--- src/rtl/cal_feed_if.sv ---
// cal_feed_if: output stream bundle of cal_feed.
// Carries the H row stream and the alpha column stream. The alpha stream has
// a ready back-channel. The H row stream has none: it shares the alpha
// handshake and stays constant across the A beats of a row.
interface cal_feed_if #(
   parameter int J = 14
);
   logic [J-1:0]   H_row;
   logic           H_row_tvalid;
   logic           H_row_tlast;
   logic [J*8-1:0] alpha_u_col;
   logic           alpha_u_col_tvalid;
   logic           alpha_u_col_tlast;
   logic           alpha_u_col_tready;

   modport master (
      output H_row, H_row_tvalid, H_row_tlast,
      output alpha_u_col, alpha_u_col_tvalid, alpha_u_col_tlast,
      input  alpha_u_col_tready
   );

   modport slave (
      input  H_row, H_row_tvalid, H_row_tlast,
      input  alpha_u_col, alpha_u_col_tvalid, alpha_u_col_tlast,
      output alpha_u_col_tready
   );
endinterface

--- src/rtl/cal_feed.sv ---
// cal_feed: streams a stored H matrix (I rows x J bits) together with A alpha
// beats per row (J lanes of unsigned Q0.8) to a downstream consumer.
// The tables are loaded through the cfg port while the block is idle.
// Optional feature macro: CAL_FEED_SKIP_EMPTY_EN. When it is defined, rows
// whose H entry is all-zero are skipped entirely.
module cal_feed #(
   parameter int J = 14,
   parameter int I = 7,
   parameter int A = 2
) (
   input  logic                  clk,
   input  logic                  rst_n,
   input  logic                  cfg_we,
   input  logic                  cfg_sel,
   input  logic [$clog2(I*A):0]  cfg_addr,
   input  logic [J*8-1:0]        cfg_wdata,
   input  logic                  start,
   output logic                  busy,
   output logic                  done,
   cal_feed_if.master            s
);

   localparam int AW = $clog2(I*A) + 1;
   localparam int RW = (I > 1) ? $clog2(I) : 1;
   localparam int BW = (A > 1) ? $clog2(A) : 1;
   localparam int IW = (I*A > 1) ? $clog2(I*A) : 1;

   typedef enum logic [1:0] {IDLE, SEND, FIN} state_t;

   state_t         state;
   logic [RW-1:0]  row;
   logic [BW-1:0]  beat;
   logic [J-1:0]   h_row_q;
   logic [J*8-1:0] alpha_q;
   logic           vld_q;
   logic           h_last_q;
   logic           a_last_q;

   logic [J-1:0]   h_tab [I];
   logic [J*8-1:0] a_tab [I*A];

   logic           h_ok;
   logic           a_ok;
   logic           last_beat;
   logic           frame_end;
   logic [RW-1:0]  first_row;
   logic [RW-1:0]  last_row;
   logic [RW-1:0]  nxt_row;
   logic [BW-1:0]  nxt_beat;
`ifdef CAL_FEED_SKIP_EMPTY_EN
   logic           any_row;
`endif

   // Flat alpha table index for a (row, beat) pair.
   function automatic logic [IW-1:0] a_index(input logic [RW-1:0] r,
                                             input logic [BW-1:0] b);
      return IW'(r) * IW'(A) + IW'(b);
   endfunction

   assign busy = (state != IDLE);
   assign h_ok = (cfg_addr < AW'(I));
   assign a_ok = (cfg_addr < AW'(I*A));

   assign s.H_row              = h_row_q;
   assign s.H_row_tvalid       = vld_q;
   assign s.H_row_tlast        = h_last_q;
   assign s.alpha_u_col        = alpha_q;
   assign s.alpha_u_col_tvalid = vld_q;
   assign s.alpha_u_col_tlast  = a_last_q;

   // Table storage. It is not reset, so its contents survive rst_n.
   // Writes are locked out while a frame is running.
   always_ff @(posedge clk) begin
      if (cfg_we && !busy) begin
         if (!cfg_sel && h_ok)
            h_tab[cfg_addr[RW-1:0]] <= cfg_wdata[J-1:0];
         if (cfg_sel && a_ok)
            a_tab[cfg_addr[IW-1:0]] <= cfg_wdata;
      end
   end

   // Work out the next (row, beat) position and the first/last rows of the frame.
   always_comb begin
      last_beat = (beat == BW'(A-1));
      nxt_beat  = last_beat ? '0 : beat + BW'(1);
`ifdef CAL_FEED_SKIP_EMPTY_EN
      first_row = '0;
      last_row  = '0;
      any_row   = 1'b0;
      nxt_row   = row;
      for (int k = I-1; k >= 0; k--) begin
         if (h_tab[k] != '0) begin
            first_row = RW'(k);
            any_row   = 1'b1;
         end
      end
      for (int k = 0; k < I; k++) begin
         if (h_tab[k] != '0)
            last_row = RW'(k);
      end
      if (last_beat) begin
         for (int k = I-1; k >= 0; k--) begin
            if (h_tab[k] != '0 && RW'(k) > row)
               nxt_row = RW'(k);
         end
      end
`else
      first_row = '0;
      last_row  = RW'(I-1);
      nxt_row   = last_beat ? row + RW'(1) : row;
`endif
      frame_end = last_beat && (row == last_row);
   end

   // Frame sequencer. All stream outputs are registered and are cleared at once
   // by rst_n.
   always_ff @(posedge clk or negedge rst_n) begin
      if (!rst_n) begin
         state    <= IDLE;
         done     <= 1'b0;
         row      <= '0;
         beat     <= '0;
         h_row_q  <= '0;
         alpha_q  <= '0;
         vld_q    <= 1'b0;
         h_last_q <= 1'b0;
         a_last_q <= 1'b0;
      end else begin
         case (state)
            IDLE: begin
               done <= 1'b0;
               if (start) begin
                  state <= SEND;
                  row   <= first_row;
                  beat  <= '0;
`ifdef CAL_FEED_SKIP_EMPTY_EN
                  if (any_row) begin
`else
                  begin
`endif
                     h_row_q  <= h_tab[first_row];
                     alpha_q  <= a_tab[a_index(first_row, '0)];
                     vld_q    <= 1'b1;
                     h_last_q <= (first_row == last_row);
                     a_last_q <= (A == 1);
                  end
               end
            end
            SEND: begin
`ifdef CAL_FEED_SKIP_EMPTY_EN
               // An empty frame emits no beats: it goes straight to FIN.
               if (!vld_q) begin
                  state <= FIN;
                  done  <= 1'b1;
               end else
`endif
               if (vld_q && s.alpha_u_col_tready) begin
                  if (frame_end) begin
                     state    <= FIN;
                     done     <= 1'b1;
                     row      <= '0;
                     beat     <= '0;
                     h_row_q  <= '0;
                     alpha_q  <= '0;
                     vld_q    <= 1'b0;
                     h_last_q <= 1'b0;
                     a_last_q <= 1'b0;
                  end else begin
                     row      <= nxt_row;
                     beat     <= nxt_beat;
                     h_row_q  <= h_tab[nxt_row];
                     alpha_q  <= a_tab[a_index(nxt_row, nxt_beat)];
                     h_last_q <= (nxt_row == last_row);
                     a_last_q <= (nxt_beat == BW'(A-1));
                  end
               end
            end
            FIN: begin
               done  <= 1'b0;
               state <= IDLE;
            end
            default: begin
               state <= IDLE;
               done  <= 1'b0;
            end
         endcase
      end
   end

endmodule

--- src/flat_wrapper.sv ---
// flat-port wrapper written by rule: the top's interface ports become plain ports
module cal_feed_flat 
#(
   parameter int J = 14,
   parameter int I = 7,
   parameter int A = 2
)
  (clk, rst_n, cfg_we, cfg_sel, cfg_addr, cfg_wdata, start, busy, done, s_H_row, s_H_row_tvalid, s_H_row_tlast, s_alpha_u_col, s_alpha_u_col_tvalid, s_alpha_u_col_tlast, s_alpha_u_col_tready);
  cal_feed_if #(.J(J)) s_i ();
  input  logic clk;
  input  logic rst_n;
  input  logic cfg_we;
  input  logic cfg_sel;
  input  logic [$clog2(I*A):0] cfg_addr;
  input  logic [J*8-1:0] cfg_wdata;
  input  logic start;
  output logic busy;
  output logic done;
  output wire logic [$bits(s_i.H_row)-1:0] s_H_row;
  output wire logic [$bits(s_i.H_row_tvalid)-1:0] s_H_row_tvalid;
  output wire logic [$bits(s_i.H_row_tlast)-1:0] s_H_row_tlast;
  output wire logic [$bits(s_i.alpha_u_col)-1:0] s_alpha_u_col;
  output wire logic [$bits(s_i.alpha_u_col_tvalid)-1:0] s_alpha_u_col_tvalid;
  output wire logic [$bits(s_i.alpha_u_col_tlast)-1:0] s_alpha_u_col_tlast;
  input wire logic [$bits(s_i.alpha_u_col_tready)-1:0] s_alpha_u_col_tready;
  assign s_H_row = s_i.H_row;
  assign s_H_row_tvalid = s_i.H_row_tvalid;
  assign s_H_row_tlast = s_i.H_row_tlast;
  assign s_alpha_u_col = s_i.alpha_u_col;
  assign s_alpha_u_col_tvalid = s_i.alpha_u_col_tvalid;
  assign s_alpha_u_col_tlast = s_i.alpha_u_col_tlast;
  assign s_i.alpha_u_col_tready = s_alpha_u_col_tready;
  cal_feed #(.J(J), .I(I), .A(A)) u_core (.clk(clk), .rst_n(rst_n), .cfg_we(cfg_we), .cfg_sel(cfg_sel), .cfg_addr(cfg_addr), .cfg_wdata(cfg_wdata), .start(start), .busy(busy), .done(done), .s(s_i));
endmodule
--- config.mk ---
export PLATFORM = sky130hd
export DESIGN_NAME = cal_feed_flat
export DESIGN_NICKNAME = d
export VERILOG_FILES = /design/src/rtl/cal_feed_if.sv /design/src/rtl/cal_feed.sv /design/src/flat_wrapper.sv
export SDC_FILE = /design/constraint.sdc
export NUM_CORES = 2
export LEC_CHECK = 0
export CAP_MARGIN = 20
export CORE_MARGIN = 2
export CORE_UTILIZATION = 55
export DETAILED_ROUTE_END_ITERATION = 10
export PLACE_DENSITY = 0.8
export SLEW_MARGIN = 20
export SYNTH_ARGS = -nofsm -noshare
export SYNTH_HDL_FRONTEND = slang
export SYNTH_SLANG_ARGS = --single-unit
export TNS_END_PERCENT = 30
--- constraint.sdc ---
create_clock -name clk -period 8.6 [get_ports clk]
set_input_delay 1.29 -clock clk [delete_from_list [all_inputs] [get_ports clk]]
set_output_delay 1.29 -clock clk [all_outputs]
set_load 0.05 [all_outputs]
**After elaboration in Yosys (flattened, before gate mapping)**

Memory sizes are Yosys's and may differ from the RTL's.
Index checks and enable logic that the tools add are counted.

- $add $sub $neg: 3
- $lt $le $gt $ge: 2
- Equality and inequality tests: 6
- Muxes and demuxes: 38
- Reduce and logical (&&, ||, !) cells: 14

Operators with widths:

| operator | count |
|---|---|
| $mux 112 | 3 |
| $pmux 112 s2 | 1 |
| $mux 14 | 3 |
| $pmux 14 s2 | 1 |
| $mux 1 | 18 |
| $mux 3 | 4 |
| $eq 3x3->1 const B | 2 |
| $mux 2 | 3 |
| $pmux 1 s2 | 3 |
| $pmux 3 s2 | 1 |
| $reduce_and 3->1 | 2 |
| $logic_and 1x1->1 | 5 |
| $lt 5x3->1 const B | 1 |
| $lt 5x4->1 const B | 1 |
| $add 4x1->4 | 1 |
| $ne 2x1->1 const B | 2 |
| $pmux 2 s2 | 1 |
| $reduce_and 4->1 | 1 |
| $reduce_bool 2->1 | 2 |
| $add 3x1->3 const B | 1 |
| $eq 2x1->1 const B | 1 |
| $logic_not 1->1 | 2 |
| $logic_not 2->1 | 1 |
| $ne 2x2->1 const B | 1 |
| 2 further kinds | 2 |

- Register bits after elaboration: 135
- RAM bits: 1666
- Output and inout bits: 132
- Memories: 2

Memories:

| name | depth | width | rd ports | clocked after Yosys merged registers in | wr ports | line | RTL |
|---|---|---|---|---|---|---|---|
| u_core.a_tab | 14 | 112 | 2 | 0 | 1 | cal_feed.sv:40 | `logic [J*8-1:0] a_tab [I*A];` |
| u_core.h_tab | 7 | 14 | 2 | 0 | 1 | cal_feed.sv:39 | `logic [J-1:0] h_tab [I];` |

**Depth between registers and ports, before layout**

An unclocked memory read counts as a cell.

- Depth after elaboration: 7
- Mapped depth: 13
- Gate-level depth less buffers: 7

**Worst setup path before layout**

OpenSTA, ideal clock, no wires.

- Path kind: input to register
- Start point: in cfg_addr[4]
- End point: mem u_core.a_tab[5][0] (netlist bit) (enable)
- Library setup time: 0.584 ns
- Data arrival time: 6.819 ns
- Slack: 1.196 ns
- Stages on the path: 4
- Cells stage by stage: or3b_1 -> or3_1 -> buf_2 -> nor2_1

- Longest elaborated chain between the ends: 5

Ends and longest elaborated chain:

| what | line | RTL |
|---|---|---|
| start: declaration | flat_wrapper.sv:14 | `input logic [$clog2(I*A):0] cfg_addr;` |
| $lt 5x4->1 | cal_feed.sv:62 | `assign a_ok = (cfg_addr < AW'(I*A));` |
| $logic_and 1x1->1 | cal_feed.sv:77 | `if (cfg_sel && a_ok)` |
| $mux 1 | cal_feed.sv:77 |  |
| $mux 1 | cal_feed.sv:74 | `if (cfg_we && !busy) begin` |
| $mux 1 (not written as such) | cal_feed.sv:78 | `a_tab[cfg_addr[IW-1:0]] <= cfg_wdata;` |
| end: declaration | cal_feed.sv:40 |  |

Every way passes these cells.

**Worst setup path after layout**

- Start point: reg u_core.row[0]
- End point: reg u_core.alpha_q[70] (netlist: u_core.s.alpha_u_col[70])

- Longest elaborated chain between the ends: 7

Ends and longest elaborated chain:

| what | line | RTL |
|---|---|---|
| start: declaration | cal_feed.sv:31 | `logic [RW-1:0] row;` |
| start signal: assignment | cal_feed.sv:134 | `row <= first_row;` |
| start signal: assignment | cal_feed.sv:169 | `row <= nxt_row;` |
| $add 3x1->3 | cal_feed.sv:110 | `nxt_row = last_beat ? row + RW'(1) : row;` |
| $mux 3 | cal_feed.sv:110 |  |
| $add 4x1->4 | cal_feed.sv:57 | `return IW'(r) * IW'(A) + IW'(b);` |
| $mem_v2 14x112 | n/a |  |
| $mux 112 (*) | cal_feed.sv:158 | `if (frame_end) begin` |
| $mux 112 (*) | cal_feed.sv:157 | `if (vld_q && s.alpha_u_col_tready) begin` |
| $pmux 112 s2 (*) | cal_feed.sv:129 | `case (state)` |
| end signal: assignment | cal_feed.sv:142 | `alpha_q <= a_tab[a_index(first_row, '0)];` |
| end signal: assignment | cal_feed.sv:172 | `alpha_q <= a_tab[a_index(nxt_row, nxt_beat)];` |
| end: declaration | cal_feed.sv:34 | `logic [J*8-1:0] alpha_q;` |

Mark *: on every way between the ends. The rest lies on a longest branch, timed or not. The select of a mux whose other input is x is not followed.
A chain may end at the register's enable or synchronous reset.

==> results.toml <==
[critical_path]
crit_path_end_kind = "register"
ff2ff_setup_slack_ns = 4.08
startpoint_type = "register"
path_max_fanout = 53
cp.arrival_ns = 5.19
r2r_end = "u_core.s.alpha_u_col[70]"
critical_path_class = "register to register"
r2r_cells = 7
required_ns = 9.27
reg2reg_from = "u_core.row[0]"

[logic_synthesis]
synth_area_sq_um = 69830
synth-seq-cells = 1801
ys_top_cells_by_count = "1,666 x edfxtp_1, 674 x mux2i_1, 361 x nor2_1, 337 x a22oi_1, 267 x a21oi_1"
synth_enable_flop_cells = 1666
yosys.area.top_type_share = 0.7164
async_flop_share = 0.07496
synth_cells = 4142
seq_area_frac_synth = 0.7648
synth_area_leader_cell = "edfxtp_1"
ys_top_cells_by_area = "edfxtp_1 72%, mux2i_1 9.7%, dfrtp_1 4.8%"
yosysMostFrequentCell = "edfxtp_1"
synth_nets = 4267
ys.flop_type = "edfxtp_1"
yosys_warnings = 0
synth_cell_types = 51
post_synth.cell_area_avg_sq_um = 16.86

[hold_path]
hold_path.class = "register to register"
min_from = "u_core.s.H_row[3]"
min_to = "u_core.s.H_row[3]"
holdPathStages = 2

[floorplanning]
rows = 130
die-area_sq_um = 129800
die_y_microns = 360.3
ioPinCount = 255
start_util = 0.5554
die_x_microns = 360.3
core_area_sq_um = 125700

[sta]
setup_viol = 0
worst_pin_slew_ns = 1.230
finalHoldViolCount = 0
timing.final.ws_setup_ns = 4.075
fin_setup_tns_ns = 0
fin_crit_sh = 0.5261
clock_skew_ns = 0.03012
whs_ns = 0.4945
rsz0062_at_grt = "false"
max_freq_mhz = 221.0
relSlewSlack = 0.1798
layout_min_cycle_time_ns = 4.525
maxSlewViolCount = 0

[detailed_routing]
drt-initial-drc-count = 5296
drc = 0
ant_nets = 0
route.vias.total = 39930
first_pass_iters = 8
wirelength_microns = 174500
drt-wirelength-per-cell_microns = 28.29
avgViaCountPerCell = 6.472

[global_route]
met3_usage = 0.06359
antenna_found_initial = 22
grt.met1_usage = 0.3650
grt_pass1_vias = 39590
grt_max_degree = 147
grt_use_total = 0.2639
gr-total-overflow = 0
grt_pass1_wl_microns = 254200
grt_busiest_layer = "met2"
grt_use_met2 = 0.4130

[run]
drv_cap = 0

[place]
place_ws_ns = 3.598
place.gp.congestion = 0.7769
hpwl_microns = 79500
numPortBuffers = 254

[cells_and_area]
area_growth_pct = 13.56
drive_above_1_share = 0.08051
fin_nets = 4487

[clock_network]
cts.repair.resized = 0
htreeDepth = 4
postCtsSetupBuffers = 0
clock_path_buffers = 3
clock_latency_ns = 0.81
cts_root_buf = "clkbuf_16"
cts_tree = "built"
cts_buffers = 171
cts.sinks = 1801
hold_buffers = 0
clk_pin_slew_ns = 0.07

[run_status]
status = "finished, final reports clean"

[power]
powerDensity_nw_per_um2 = 315.5
ir_drop_mv = 0.3801
leakagePower_nw = 25.78
## cell usage in the layout (no fill, tap or decap), types with 3 or more instances in the layout
cell             Yosys  final
edfxtp_1          1666   1666
mux2i_1            674    674
nor2_1             361    348
a22oi_1            337    337
a21oi_1            267    267
clkdlybuf4s50_1      0    253
clkbuf_16            0    173
dfrtp_1            135    132
nand2_1            123    121
a31oi_1            113    113
a32oi_1            111    111
clkbuf_1            95     55
buf_4               44     49
clkinv_2             0     33
clkinv_1             0     17
buf_12               0     16
nor2_4               1     14
clkbuf_8             0     14
o221ai_1            13     13
diode_2              0     11
a2111oi_2           10     10
bufinv_16            0      7
nand3_1              5      5
o21ai_0              5      5
clkinv_16            0      5
clkinvlp_4           0      5
inv_16               0      5
inv_1                3      3
or3_1                3      3
clkinv_4             0      3
dfrtp_4              0      3
## how the worst max path moves through the flow
stage,from,endpoint,slack (ns),depth (start not counted)
6_report,u_core.row[0],u_core.s.alpha_u_col[70],4.08,7
5_1_grt,u_core.row[0],u_core.s.alpha_u_col[80],3.89,7
4_1_cts,u_core.row[0],u_core.s.alpha_u_col[67],4.11,7
3_5_place_dp,cfg_we,u_core.a_tab[12][52],3.60,6
3_3_place_gp,cfg_we,u_core.a_tab[12][33],3.63,6
2_1_floorplan,cfg_addr[4],u_core.a_tab[5][0],1.20,4
## sequential cells by signal (all words and copies together), names as in the netlist
name / flops
u_core.row: 3
u_core.a_tab: 1568
u_core.s.alpha_u_col: 112
u_core.state: 2
u_core.beat: 1
u_core.done: 1
u_core.s.H_row: 14
u_core.h_tab: 98
u_core.s.H_row_tlast: 1
u_core.s.H_row_tvalid: 1
## kinds of logic (layout without fill, tap and decap cells)
family,count (synthesis),after routing,share of synthesized area
adder cells (fa/ha/maj),2,2,0.0003583
flip-flops,1801,1801,0.7648
AND/OR/NAND/NOR,512,512,0.02877
AO/OA/AOI/OAI,872,872,0.08563
multiplexers,676,676,0.09709
XOR/XNOR,3,3,0.0005913
other,0,11,0
buffers and inverters,276,643,0.02279
## metrics by stage
stage | util | total power, mW | cells | cell area (sq um)
global route | 0.6307 | 25.81 | 6167 | 79290
detailed placement | 0.5864 | 17.73 | 5838 | 73730
global placement | 0.5864 | 17.59 | 5838 | 73730
CTS | 0.6303 | 24.99 | 6158 | 79250
floorplan | - | 15.55 | 4142 | 69830
finish | 0.6307 | 25.02 | 6170 | 79300
## power breakdown
group / switching (mW) / internal (mW)
combinational: 4.80 / 2.53
clock: 3.24 / 4.09
sequential: 0.499 / 9.86
total: 8.53 / 16.5
## worst max-delay path, cell delays in order (launching register included)
cell     delay (ns)
dfrtp_4        0.98
buf_4          0.78
buf_4          0.82
buf_4          0.84
mux2i_1        0.29
a22oi_1        0.12
a32oi_1        0.27
a21oi_1        0.10
## metal layers
layer | vias up | routed length [microns] | part of all wire
li1 | 16860 | - | -
met1 | 20270 | 67420 | 0.39
met2 | 2446 | 83000 | 0.48
met3 | 330 | 19410 | 0.11
met4 | 28 | 4488 | 0.026
met5 | - | 204 | 0.0012
## cell type report
class / count / area [sq um]
sequential: 1801 / 53420
fill: 8429 / 46430
multi-input combinational: 2065 / 15010
clock buffer: 242 / 4728
timing repair buffer: 320 / 3259
tap: 1650 / 2064
clock inverter: 78 / 787.0
antenna: 11 / 27.53
inverter: 3 / 11.26
No activity file was read; power rests on OpenSTA's default activity.
